$ cat src/rtl/cache_mem_arbiter.sv
// cache_mem_arbiter: shares one backing RAM port between the icache line-fill
// path and the dcache fill / write-through path. One access in flight at a time;
// the dcache has priority but the icache cannot starve past STARVE_MAX grants.
module cache_mem_arbiter #(
  parameter int STARVE_MAX = 4,
  parameter int TIMEOUT    = 64
) (
  input  logic         clk,
  input  logic         rstn,
  // icache
  input  logic         iIC_req,
  input  logic [31:0]  iIC_addr,
  output logic         oIC_ack,
  output logic [127:0] oIC_line,
  // dcache
  input  logic         iDC_req,
  input  logic         iDC_we,
  input  logic [31:0]  iDC_addr,
  input  logic [31:0]  iDC_wdata,
  output logic         oDC_ack,
  output logic [127:0] oDC_line,
  // RAM
  output logic         omem_req,
  output logic         omem_we,
  output logic [31:0]  omem_addr,
  output logic [31:0]  omem_wdata,
  input  logic         imem_ready,
  input  logic [127:0] imem_rdata,
  output logic         oerr
);

  localparam int SW = $clog2(STARVE_MAX + 1);
  localparam int TW = (TIMEOUT > 2) ? $clog2(TIMEOUT) : 1;

  typedef enum logic [1:0] {IDLE, BUSY, RESP} state_e;
  typedef enum logic {OWN_IC, OWN_DC} owner_e;

  state_e        state_q, state_d;
  owner_e        owner_q, owner_d;
  logic [31:0]   addr_q, addr_d;
  logic          we_q, we_d;
  logic [31:0]   wdata_q, wdata_d;
  logic [SW-1:0] starve_q, starve_d;
  logic [TW-1:0] tmo_q, tmo_d;
  logic [127:0]  ic_line_q, ic_line_d;
  logic [127:0]  dc_line_q, dc_line_d;
  logic          err_q, err_d;
  logic          grant_dc, grant_ic;

  // Arbitration: dcache wins unless the waiting icache has hit its starve limit.
  always_comb begin
    grant_dc = iDC_req && !(iIC_req && (starve_q == SW'(STARVE_MAX)));
    grant_ic = iIC_req && !grant_dc;
  end

  // Next-state and datapath updates for the IDLE / BUSY / RESP sequence.
  always_comb begin
    // NOTE: every variable gets its hold value first so no path through the
    // case statement leaves one unassigned, which would infer a latch.
    state_d   = state_q;
    owner_d   = owner_q;
    addr_d    = addr_q;
    we_d      = we_q;
    wdata_d   = wdata_q;
    starve_d  = starve_q;
    tmo_d     = tmo_q;
    ic_line_d = ic_line_q;
    dc_line_d = dc_line_q;
    err_d     = err_q;

    unique case (state_q)
      IDLE: begin
        if (grant_dc) begin
          owner_d  = OWN_DC;
          addr_d   = iDC_we ? (iDC_addr & 32'hFFFF_FFFC) : (iDC_addr & 32'hFFFF_FFF0);
          we_d     = iDC_we;
          wdata_d  = iDC_wdata;
          starve_d = iIC_req ? (starve_q + SW'(1)) : '0;
          err_d    = 1'b0;
          state_d  = BUSY;
        end else if (grant_ic) begin
          owner_d  = OWN_IC;
          addr_d   = iIC_addr & 32'hFFFF_FFF0;
          we_d     = 1'b0;
          wdata_d  = '0;
          starve_d = '0;
          err_d    = 1'b0;
          state_d  = BUSY;
        end
      end

      BUSY: begin
        if (imem_ready) begin
          // Writes leave the line registers untouched.
          if (!we_q) begin
            if (owner_q == OWN_IC) ic_line_d = imem_rdata;
            else                   dc_line_d = imem_rdata;
          end
          state_d = RESP;
        end else if (tmo_q == TW'(TIMEOUT - 1)) begin
          // Give up on a dead RAM: return a zero line and flag the error.
          if (owner_q == OWN_IC) ic_line_d = '0;
          else                   dc_line_d = '0;
          err_d   = 1'b1;
          state_d = RESP;
        end else begin
          tmo_d = tmo_q + TW'(1);
        end
      end

      RESP: begin
        tmo_d   = '0;
        err_d   = 1'b0;
        state_d = IDLE;
      end

      default: state_d = IDLE;
    endcase
  end

  // State and datapath registers; reset abandons any access in flight.
  always_ff @(posedge clk or negedge rstn) begin
    if (!rstn) begin
      state_q   <= IDLE;
      owner_q   <= OWN_IC;
      addr_q    <= '0;
      we_q      <= 1'b0;
      wdata_q   <= '0;
      starve_q  <= '0;
      tmo_q     <= '0;
      ic_line_q <= '0;
      dc_line_q <= '0;
      err_q     <= 1'b0;
    end else begin
      // NOTE: non-blocking assignments so every register samples the
      // pre-edge values regardless of statement order.
      state_q   <= state_d;
      owner_q   <= owner_d;
      addr_q    <= addr_d;
      we_q      <= we_d;
      wdata_q   <= wdata_d;
      starve_q  <= starve_d;
      tmo_q     <= tmo_d;
      ic_line_q <= ic_line_d;
      dc_line_q <= dc_line_d;
      err_q     <= err_d;
    end
  end

  // Outputs decode straight from registered state, so reset clears them at once.
  always_comb begin
    omem_req   = (state_q == BUSY);
    omem_we    = we_q;
    omem_addr  = addr_q;
    omem_wdata = wdata_q;
    oIC_ack    = (state_q == RESP) && (owner_q == OWN_IC);
    oDC_ack    = (state_q == RESP) && (owner_q == OWN_DC);
    oIC_line   = ic_line_q;
    oDC_line   = dc_line_q;
    oerr       = (state_q == RESP) && err_q;
  end

endmodule

$ cat config.mk
export PLATFORM = sky130hd
export DESIGN_NAME = cache_mem_arbiter
export DESIGN_NICKNAME = d
export VERILOG_FILES = /design/src/rtl/cache_mem_arbiter.sv
export SDC_FILE = /design/constraint.sdc
export NUM_CORES = 1
export LEC_CHECK = 0
export ABC_AREA = 0
export CAP_MARGIN = 10
export CELL_PAD_IN_SITES_DETAIL_PLACEMENT = 1
export CELL_PAD_IN_SITES_GLOBAL_PLACEMENT = 1
export CORE_AREA = 3 3 217 219
export DETAILED_ROUTE_END_ITERATION = 10
export DIE_AREA = 0 0 220 222
export HOLD_SLACK_MARGIN = 0.12
export PLACE_DENSITY = 0.73
export SLEW_MARGIN = 20
export SYNTH_ARGS = -nofsm -noshare
export SYNTH_HDL_FRONTEND = slang
export SYNTH_SLANG_ARGS = --single-unit
export TNS_END_PERCENT = 30
$ cat constraint.sdc
create_clock -name clk -period 1.8 [get_ports clk]
set_input_delay 0.36 -clock clk [delete_from_list [all_inputs] [get_ports clk]]
set_output_delay 0.36 -clock clk [all_outputs]
set_load 0.1 [all_outputs]
### Yosys cells after proc, flatten, opt, wreduce, memory -nomap -nowiden

Index checks and enable logic that the tools add are counted.

* register bits: 334
* input port bits: 230
* logic and storage cells: 75

* add/subtract/negate cells: 2
* equality and inequality tests: 10
* multiplexer cells: 33
* bitwise operators: 1
* reduce and logical (&&, ||, !) cells: 19

Operator list (count)
* $mux W128: 10
* $mux W32: 4
* $mux W6: 2
* $pmux W6 S2: 1
* $reduce_and A4 Y1: 3
* $mux W3: 3
* $mux W2: 4
* $add A6 B1 Y6 const B: 1
* $eq A6 B6 Y1 const B: 1
* $logic_and A1 B1 Y1: 6
* $mux W1: 6
* $ne A2 B2 Y1 const B: 3
* $reduce_bool A2 Y1: 3
* $mux W4: 1
* $pmux W2 S2: 1
* $reduce_and A2 Y1: 2
* $add A3 B1 Y3 const B: 1
* $eq A3 B3 Y1 const B: 1
* $ne A3 B1 Y1 const B: 1
* $ne A3 B3 Y1 const B: 1
* $pmux W1 S3: 1
* $reduce_and A3 Y1: 1
* $reduce_bool A3 Y1: 1
* $eq A2 B1 Y1 const B: 1
* 5 further kinds: 6

### Depth between registers and ports, before layout

* depth in word-level cells: 9
* mapped depth: 9
* mapped depth without buffers: 6

### Worst setup path after synthesis

No wires, ideal clock.

* kind: register to output
* start point: reg state_q[0]
* end point: out oIC_ack
* arrival time: 2258 ps
* data required time: 1440 ps
* setup slack: -818 ps
* cell stages (with the launch flop): 5
* cell sequence: dfrtp_1 inv_1 ha_1 clkbuf_1 nor2b_1

* word-level cells in the longest chain between the ends: 2

Ends and longest elaborated chain
* start, declared: line 38 `state_e state_q, state_d;`
* start signal, assigned: line 137 `state_q <= state_d;`
* $eq A2 B2 Y1: line 156 `oIC_ack = (state_q == RESP) && (owner_q == OWN_IC);`
* $logic_and A1 B1 Y1: line 156
* end, declared: line 13 `output logic oIC_ack,`

Every way passes these cells.

### Worst setup path after layout

Ends and elaborated chain as after synthesis.

==> summary.txt <==
Routing
  – Detailed-route vias per instance: 5.121
  – Residual DRC count: 0
  – WL final: about 58000 µm
  – Drt first pass iters: 5
  – Max layer used: met5
  – M1 WL: around 20000 µm
  – Vias: between 10000 and 15000
  – DRT iter0 DRCs: ~670
  – Routed Antenna Nets: 0
  – Routed wl met3: 5114 µm
  – DR WL/cell: between 20 and 30 µm
  – WL met2: ~30000 µm

CTS
  – CTS buffer count: 40
  – Clk sinks: 332
  – Latest clock arrival within the worst-skew pair: approximately 0.54 ns
  – Clk root buf: clkbuf_16
  – TritonCTS clock tree: done
  – Clock-pin slew on the worst setup and hold paths: 0.06 ns
  – Max clock buf depth: 3
  – H-tree depth: 2

Run
  – Max-Cap Viols: 0

Finish
  – Syn-to-layout area delta: 97.35%
  – Area of the multi-input gates: around 3800 µm²
  – Fraction of layout cells with a size suffix above 1: 0.3494
  – Most frequent cells in the layout: buf_12, dfrtp_1, a22o_1
  – Area occupied by registers: around 8300 µm²
  – Fillcell total: between 4000 and 5000
  – # nets final: 1724
  – Post-Layout Cell Count: 2117
  – Most common cell after layout, fill and taps aside: buf_12

Synthesis
  – Post-synth EDFFs: 0
  – Asr flop ratio synth: 1.000
  – Main synth FF type: dfrtp_1
  – Flops & latches, synth: 332
  – Unique cell type count in the Yosys netlist: 36
  – Post-synthesis cell area: about 12000 µm²
  – Seq/Total Area, Yosys: 0.6732
  – Post-Synthesis Cells: between 800 and 900
  – Post-Syn Area per Cell: 14.32 µm²
  – Yosys warns: 0

Floorplanning
  – Core ar.: around 45000 µm²
  – # IOs: 555
  – Row count: a little under 80
  – Die Area: roughly 49000 µm²
  – Initial core utilization: 0.2725
  – Die height: 222 µm
  – Die width: between 200 and 250 µm

Timing
  – Final-report setup violation count: about 260
  – Final Hold Vio Count: 0
  – RSZ-0062 raised after global routing: true
  – Hold_ws: 0.3159 ns
  – Fmax achieved: around 500 MHz
  – Post-route setup slack: -0.1547 ns
  – Final Max Tran Viols: 0
  – Fin Setup TNS: -19.27 ns
  – Setup Skew: 0.01398 ns
  – Final min period: 1.955 ns
  – Crit share post-route: 1.086

Worst setup path
  – CP arrival: about 1.6 ns
  – Cell family with most CP delay: flip-flops
  – Worst EP required: 1.44 ns
  – CP Capture Type: output port
  – Critical Path Fanout Max: 4
  – Worst path max stage delay: 0.44 ns
  – Slowest CP cell: dfrtp_2
  – Buf/Inv on CP: 2
  – Crit start category: register
  – WS Path Type: register to output port
  – Crit path cell chain: inv_2, ha_4, nor2b_4, buf_12

Placement
  – Placed insts: between 2000 and 2500
  – RD Place Congestion: 0.8168
  – IO buf count: 546
  – Placed wire-length estimate: 38800 µm

Global routing
  – Vias in the first global route: about 12000
  – First-pass GRT wire length: approximately 80000 µm
  – Antenna violations before repair: 6
  – Overall Global Routing Usage: 0.2209
  – Largest net degree at the start of global routing: 74
  – Congestion Overflow GR: 0

Status
  – Violated checks: negative setup slack
  – Status: complete, but fails checks

Hold path
  – Min-delay worst type: primary input to async pin
-- registers in the layout, indices dropped and copies added, names as in the netlist --
register / count
oDC_line: 128
tmo_q: 6
owner_q: 1
err_q: 1
omem_addr: 30
starve_q: 3
state_q: 2
omem_we: 1
oIC_line: 128
omem_wdata: 32
-- through the flow --
step                      instance area, µm²  utilization  setup WS (ns)
after CTS                              23930       0.5284        -0.2012
after detailed placement               22260       0.4917        -0.3723
final                                  24350       0.5378        -0.1547
after global routing                   24350       0.5378        -0.2250
after floorplan                        12420            -        -0.2545
after global placement                 22260       0.4917        -0.2949
-- repair_timing --
| item | CTS | global route |
|---|---|---|
| endpoints found under the hold margin | 305 | 0 |
| pin swaps | 49 | 39 |
| hold buffers | 1 | 0 |
| gates cloned | 7 | 9 |
| gates resized for setup | 27 | 32 |
| setup buffers | 9 | 11 |
| setup endpoints to repair | 63 | 271 |
-- per-layer routing --
metal	vias to the layer above	track usage
li1	4533	-
met1	5645	0.2424
met2	539	0.3914
met3	121	0.07633
met4	4	0.08288
met5	-	0
-- cells in the mapped netlist, types with 2 or more instances --
cell	instances	area (µm²)
buf_2	34	170.2
buf_1	3	11.26
o21bai_1	2	15.01
buf_4	9	67.56
a32o_1	4	40.04
ha_1	8	100.1
buf_6	13	146.4
inv_1	4	15.01
a21oi_1	3	15.01
and3_1	3	18.77
o21ai_0	37	185.2
dfrtp_1	332	8308
nor2_1	7	26.28
nand3_1	4	20.02
clkbuf_1	16	60.06
nor3_1	5	25.02
nand2_1	39	146.4
o21ai_1	2	10.01
a22o_1	287	2514
mux2i_1	29	290.3
o2bb2ai_1	2	17.52
nand2b_1	2	12.51
and2_1	3	18.77
a21o_1	2	15.01
-- final timing paths --
kind                               from             to  slack, ns  depth (start not counted)
min                                rstn  omem_addr[20]       0.32                          2
min reg2reg                 starve_q[1]    starve_q[1]       0.54                          1
max reg2reg                  state_q[1]   oIC_line[37]      -0.14                         11
max                          state_q[0]        oIC_ack      -0.15                          4
max in group asynchronous          rstn  omem_wdata[9]       0.79                          3
min in group clk           iDC_wdata[5]  omem_wdata[5]       0.43                          2
-- cell type report --
type                            count  area share
Timing Repair Buffer              656      0.4203
Sequential cell                   332      0.3413
Multi-Input combinational cell    452      0.1542
Clock buffer                       56     0.04690
Tap cell                          600     0.03082
Clock inverter                     14    0.005497
Inverter                            4   0.0006165
Antenna cell                        3   0.0003082
-- kinds of logic (layout without fill, tap and decap cells) --
logic type / Yosys count / in the layout / share of synthesized area
AOI/OAI and AO/OA: 342 / 342 / 0.2300
xor gates and xnor gates: 1 / 1 / 0.0007099
adders and majority gates: 8 / 8 / 0.008111
buffers and inverters: 79 / 730 / 0.03812
DFF: 332 / 332 / 0.6732
muxes: 30 / 30 / 0.02443
other: 1 / 5 / 0.0003039
and+or+nand+nor: 69 / 69 / 0.02515
Power is left out: the tool's default activity adds up to more than one toggle a clock period on the data nets, which glitch-free logic cannot reach.
